==> config.mk <==
export PLATFORM = sky130hd
export DESIGN_NAME = seq_ntt_engine
export DESIGN_NICKNAME = d
export VERILOG_FILES = /design/src/rtl/seq_ntt_engine.sv
export SDC_FILE = /design/constraint.sdc
export NUM_CORES = 2
export LEC_CHECK = 0
export BUFFER_PORTS_ARGS = -buffer_cell sky130_fd_sc_hd__clkbuf_2
export CORE_ASPECT_RATIO = 0.5
export CORE_MARGIN = 10
export CORE_UTILIZATION = 35
export DETAILED_ROUTE_END_ITERATION = 7
export PLACE_DENSITY_LB_ADDON = 0.12
export SLEW_MARGIN = 5
export SYNTH_ARGS = -nofsm -noshare
export SYNTH_HDL_FRONTEND = slang
export SYNTH_SLANG_ARGS = --single-unit
==> constraint.sdc <==
create_clock -name clk -period 36.7 [get_ports clk]
set_input_delay 7.34 -clock clk [delete_from_list [all_inputs] [get_ports clk]]
set_output_delay 7.34 -clock clk [all_outputs]
set_load 0.05 [all_outputs]
==> src/rtl/seq_ntt_engine.sv <==
// Sequential N-point NTT/INTT engine: one modular multiply-accumulate per cycle,
// start/done handshake, run-time modulus and forward/inverse selection.
module seq_ntt_engine #(
    parameter int N = 8,
    parameter int W = 8
) (
    input  logic           clk,
    input  logic           rst_n,
    input  logic           start,
    input  logic           mode,
    input  logic [N*W-1:0] data_in,
    input  logic [W-1:0]   omega,
    input  logic [W-1:0]   inv_omega,
    input  logic [W-1:0]   inv_n,
    input  logic [W-1:0]   mod,
    output logic           busy,
    output logic           done,
    output logic           err,
    output logic [N*W-1:0] data_out
);

    localparam int CW = $clog2(N);

    typedef enum logic [1:0] {S_IDLE, S_CALC, S_STORE, S_DONE} state_t;

    state_t         state_q;
    logic           mode_q;
    logic [W-1:0]   q_q, r_q, ninv_q;
    logic [W-1:0]   x_q    [N];
    logic [W-1:0]   obuf_q [N];
    logic [CW-1:0]  j_q, k_q;
    logic [W-1:0]   acc_q, tw_q, wk_q;
    logic           busy_q, done_q, err_q;
    logic [N*W-1:0] dout_q;

    logic [W-1:0]   xin_d [N];
    logic [W-1:0]   mac_d, tw_d, wk_d, store_d;
    logic [N*W-1:0] dout_d;

    function automatic logic [W-1:0] mulmod(input logic [W-1:0] a, input logic [W-1:0] b,
                                            input logic [W-1:0] m);
        logic [2*W-1:0] p;
        p = (2*W)'(a) * (2*W)'(b);
        return (m == '0) ? '0 : W'(p % (2*W)'(m));
    endfunction

    // Both operands are already < m, so a single conditional subtract is exact.
    function automatic logic [W-1:0] addmod(input logic [W-1:0] a, input logic [W-1:0] b,
                                            input logic [W-1:0] m);
        logic [W:0] s;
        s = {1'b0, a} + {1'b0, b};
        if (s >= {1'b0, m}) s = s - {1'b0, m};
        return W'(s);
    endfunction

    always_comb begin
        for (int unsigned i = 0; i < N; i++) begin
            xin_d[i] = (mod < W'(2)) ? '0 : data_in[i*W +: W] % mod;
        end
        mac_d   = addmod(acc_q, mulmod(x_q[j_q], tw_q, q_q), q_q);
        tw_d    = mulmod(tw_q, wk_q, q_q);
        wk_d    = mulmod(wk_q, r_q, q_q);
        store_d = mode_q ? mulmod(acc_q, ninv_q, q_q) : acc_q;
        dout_d  = '0;
        for (int unsigned i = 0; i < N; i++) begin
            dout_d[i*W +: W] = obuf_q[i];
        end
    end

    always_ff @(posedge clk or negedge rst_n) begin
        if (!rst_n) begin
            state_q <= S_IDLE;
            mode_q  <= 1'b0;
            q_q     <= '0;
            r_q     <= '0;
            ninv_q  <= '0;
            for (int unsigned i = 0; i < N; i++) begin
                x_q[i]    <= '0;
                obuf_q[i] <= '0;
            end
            j_q     <= '0;
            k_q     <= '0;
            acc_q   <= '0;
            tw_q    <= '0;
            wk_q    <= '0;
            busy_q  <= 1'b0;
            done_q  <= 1'b0;
            err_q   <= 1'b0;
            dout_q  <= '0;
        end else begin
            done_q <= 1'b0;
            case (state_q)
                S_IDLE: begin
                    if (start) begin
                        mode_q <= mode;
                        q_q    <= mod;
                        r_q    <= mode ? inv_omega : omega;
                        ninv_q <= inv_n;
                        for (int unsigned i = 0; i < N; i++) begin
                            x_q[i] <= xin_d[i];
                        end
                        j_q     <= '0;
                        k_q     <= '0;
                        acc_q   <= '0;
                        tw_q    <= W'(1);
                        wk_q    <= W'(1);
                        busy_q  <= 1'b1;
                        state_q <= (mod < W'(2)) ? S_DONE : S_CALC;
                    end
                end
                S_CALC: begin
                    acc_q <= mac_d;
                    tw_q  <= tw_d;
                    j_q   <= j_q + 1'b1;
                    if (j_q == CW'(N - 1)) state_q <= S_STORE;
                end
                S_STORE: begin
                    obuf_q[k_q] <= store_d;
                    wk_q        <= wk_d;
                    acc_q       <= '0;
                    tw_q        <= W'(1);
                    j_q         <= '0;
                    if (k_q == CW'(N - 1)) begin
                        state_q <= S_DONE;
                    end else begin
                        k_q     <= k_q + 1'b1;
                        state_q <= S_CALC;
                    end
                end
                S_DONE: begin
                    dout_q  <= (q_q < W'(2)) ? '0 : dout_d;
                    err_q   <= (q_q < W'(2));
                    done_q  <= 1'b1;
                    busy_q  <= 1'b0;
                    state_q <= S_IDLE;
                end
                default: state_q <= S_IDLE;
            endcase
        end
    end

    assign busy     = busy_q;
    assign done     = done_q;
    assign err      = err_q;
    assign data_out = dout_q;

endmodule
==> flow_summary.json <==
{
  "grt.met1_usage_pct": 28.8,
  "grt_pass1_vias": 48400,
  "antenna_found_initial": 5,
  "clockRootBuffer": "clkbuf_16",
  "worst-path-max-fanout": 8,
  "cpPeakStageDelay_ns": 0.55,
  "ys_warn_count": 0,
  "fin_cells": 9164,
  "final_common_cell": "ha_1",
  "dp_hpwl_um": 136000,
  "dieArea_um2": 167000,
  "critical_path_class": "register to register",
  "clk_path_buf_depth": 3,
  "dr.pass1.iters": 7,
  "rsz0062_at_grt": "true",
  "worst_pin_slew_ns": 1.37,
  "n_fill_cell": 15400,
  "layout.nets": 8274,
  "ant_nets": 0,
  "cts_hold_buffers": 0,
  "placedInstanceArea_um2": 58200,
  "cts_tree": "done",
  "gp_congestion": 0.862,
  "place_ws_ns": -0.819,
  "use_met2_pct": 32.2,
  "cp-start-kind": "register",
  "yosysUniqueCellTypes": 116,
  "grt_pass1_wl_um": 271000,
  "wirelength_um": 172000,
  "fin_tns_setup_ns": 0,
  "clk_latency_ns": 0.59,
  "pin_count": 167,
  "design_area_um2": 61300,
  "synthCells": 6700,
  "relSlewSlack_pct": 8.33,
  "ys_async_sr_fraction_pct": 100,
  "cts_htree_levels": 2,
  "initial_core_util_pct": 35.3,
  "portBuffers": 166,
  "setup_slack_ns": 1.55,
  "coreArea_um2": 149000,
  "period_share_pct": 95.8,
  "synth_edf_count": 0,
  "drcViolationCount": 0,
  "path_clk_slew_ns": 0.06,
  "cts_made_buffers": 34,
  "fmax_mhz": 28.5,
  "drt-initial-drc-count": 2681,
  "setup_viol": 0,
  "grt.total_usage_pct": 19.7,
  "place_inst": 9016,
  "syn_avg_cell_area_um2": 7.87,
  "maxCapViolCount": 0,
  "ys_seq_elements": 252,
  "slew_violations": 0,
  "arrival_ns": 35.53,
  "grt_max_degree": 81,
  "cp_slowest_cell": "fa_1",
  "fin_crit_ns": 35.15,
  "wire_per_inst_um": 18.8,
  "die_y_um": 294,
  "hp-class": "register to register",
  "final_cell_mix": "ha_1, nand2_1, buf_4",
  "areaGrowthSynthToFinish_pct": 16.2,
  "vias": 50100,
  "run_status": "complete, no violations",
  "endpoint_kind": "register",
  "seq_area_frac_synth_pct": 12.0,
  "synth_fp_nets": 7826,
  "hold_violations": 0,
  "required_ns": 37.08,
  "grt.busiest_layer": "met2",
  "fin_skew_ns": 0.0625,
  "ys.flop_type": "dfrtp_1",
  "fp.dieW_um": 569,
  "vias_per_cell": 5.47,
  "path_common_cell": "o21a_1",
  "gr-total-overflow": 0,
  "cts.sinks": 252,
  "rows": 100,
  "drive_above_1_share_pct": 16.5,
  "use_met3_pct": 1.46,
  "synth_area_um2": 52700
}
[cells by family (layout without fill, tap and decap cells)]
logic type	Yosys count	count (layout)	share of synthesized area [%]
other	0	2	0
XOR/XNOR	302	302	5.02
adder cells (fa/ha/maj)	1026	1026	26.6
multiplexers	276	276	6.02
flip-flops	252	252	12.0
AO/OA/AOI/OAI	2055	2055	26.0
buffers and inverters	554	1026	4.03
AND/OR/NAND/NOR	2235	2236	20.4
[sequential cells by signal, summed over array words and instances (netlist names)]
register  count
state_q       2
dout_d       64
ninv_q        8
err           1
x_q          64
r_q           8
data_out     64
done          1
k_q           3
mode_q        1
acc_q         8
wk_q          8
tw_q          8
j_q           3
busy          1
q_q           8
[area by class of cell]
| class | instances | area (µm²) | share of cell area [%] |
|---|---|---|---|
| diodes | 2 | 5.00 | 0.00817 |
| clock buffers | 42 | 911 | 1.49 |
| clock inverters | 19 | 243 | 0.396 |
| inverters | 336 | 1270 | 2.07 |
| multi-input cells | 5895 | 45600 | 74.4 |
| flip-flops and latches | 252 | 6350 | 10.4 |
| well taps | 1989 | 2490 | 4.06 |
| repair buffers | 629 | 4420 | 7.21 |
[metrics by stage]
stage	util, %	hold slack [ns]
after global routing	41.1	0.507
after CTS	39.8	0.484
after global placement	39.0	0.463
after floorplan	-	0.445
final	41.1	0.480
after detailed placement	39.0	0.468
[cell usage after synthesis (27+ instances only)]
cell / instances / area [µm²]
o31ai_1: 187 / 1400
ha_1: 868 / 10900
a22o_1: 27 / 236
clkbuf_1: 175 / 657
nand2b_1: 112 / 701
mux2i_1: 127 / 1270
a31oi_1: 83 / 519
o211ai_1: 43 / 323
a21o_1: 206 / 1550
o21ai_0: 449 / 2250
dfrtp_1: 252 / 6310
fa_1: 158 / 3160
nand4_1: 45 / 282
nor3_1: 334 / 1670
mux2_2: 125 / 1410
o21a_1: 354 / 2660
nand3_1: 61 / 305
or3_1: 46 / 288
nor2_1: 442 / 1660
o21ai_1: 34 / 170
inv_1: 336 / 1260
xor2_1: 123 / 1080
a21oi_1: 377 / 1890
and2_1: 126 / 788
nand2_1: 766 / 2880
xnor2_1: 179 / 1570
nor2b_1: 142 / 888
a211oi_1: 28 / 210
[metal layers]
| layer | share of wire, % | vias up |
|---|---|---|
| met5 | 0.0075 | - |
| met4 | 1.4 | 2 |
| met3 | 3.4 | 121 |
| met2 | 44 | 666 |
| met1 | 51 | 23800 |
| li1 | - | 25500 |
[worst paths after layout]
path / from / end / slack [ns] / depth (start not counted)
max: j_q[0]$_DFFE_PN0P_ / acc_q[0]$_DFFE_PN0P_ / 1.55 / 166
min: x_q[44]$_DFFE_PN0P_ / x_q[44]$_DFFE_PN0P_ / 0.48 / 2
max reg2reg: j_q[0]$_DFFE_PN0P_ / acc_q[0]$_DFFE_PN0P_ / 1.55 / 166
min reg2reg: x_q[44]$_DFFE_PN0P_ / x_q[44]$_DFFE_PN0P_ / 0.48 / 2
max in group asynchronous: rst_n / j_q[1]$_DFFE_PN0P_ / 27.03 / 4
min in group asynchronous: rst_n / wk_q[2]$_DFFE_PN0P_ / 6.82 / 1
[critical path, delay by kind of cell, from the launching register on]
family / cells / cell delay, ns
compound gates: 82 / 15.20
fa+ha+maj: 24 / 7.77
simple gates: 36 / 6.60
mux: 10 / 3.08
buf+inv: 13 / 1.57
flops: 1 / 0.47
xor+xnor: 1 / 0.16
[repair_timing]
item                                    CTS  global route
gates resized for setup                  22           289
endpoints found under the setup margin    8            88
setup buffers                             1            81
gates cloned                              1             2
pin swaps                                 6            95
Power is not shown: default switching activity piles up to over one toggle a cycle in this logic, so the estimate is an artifact.
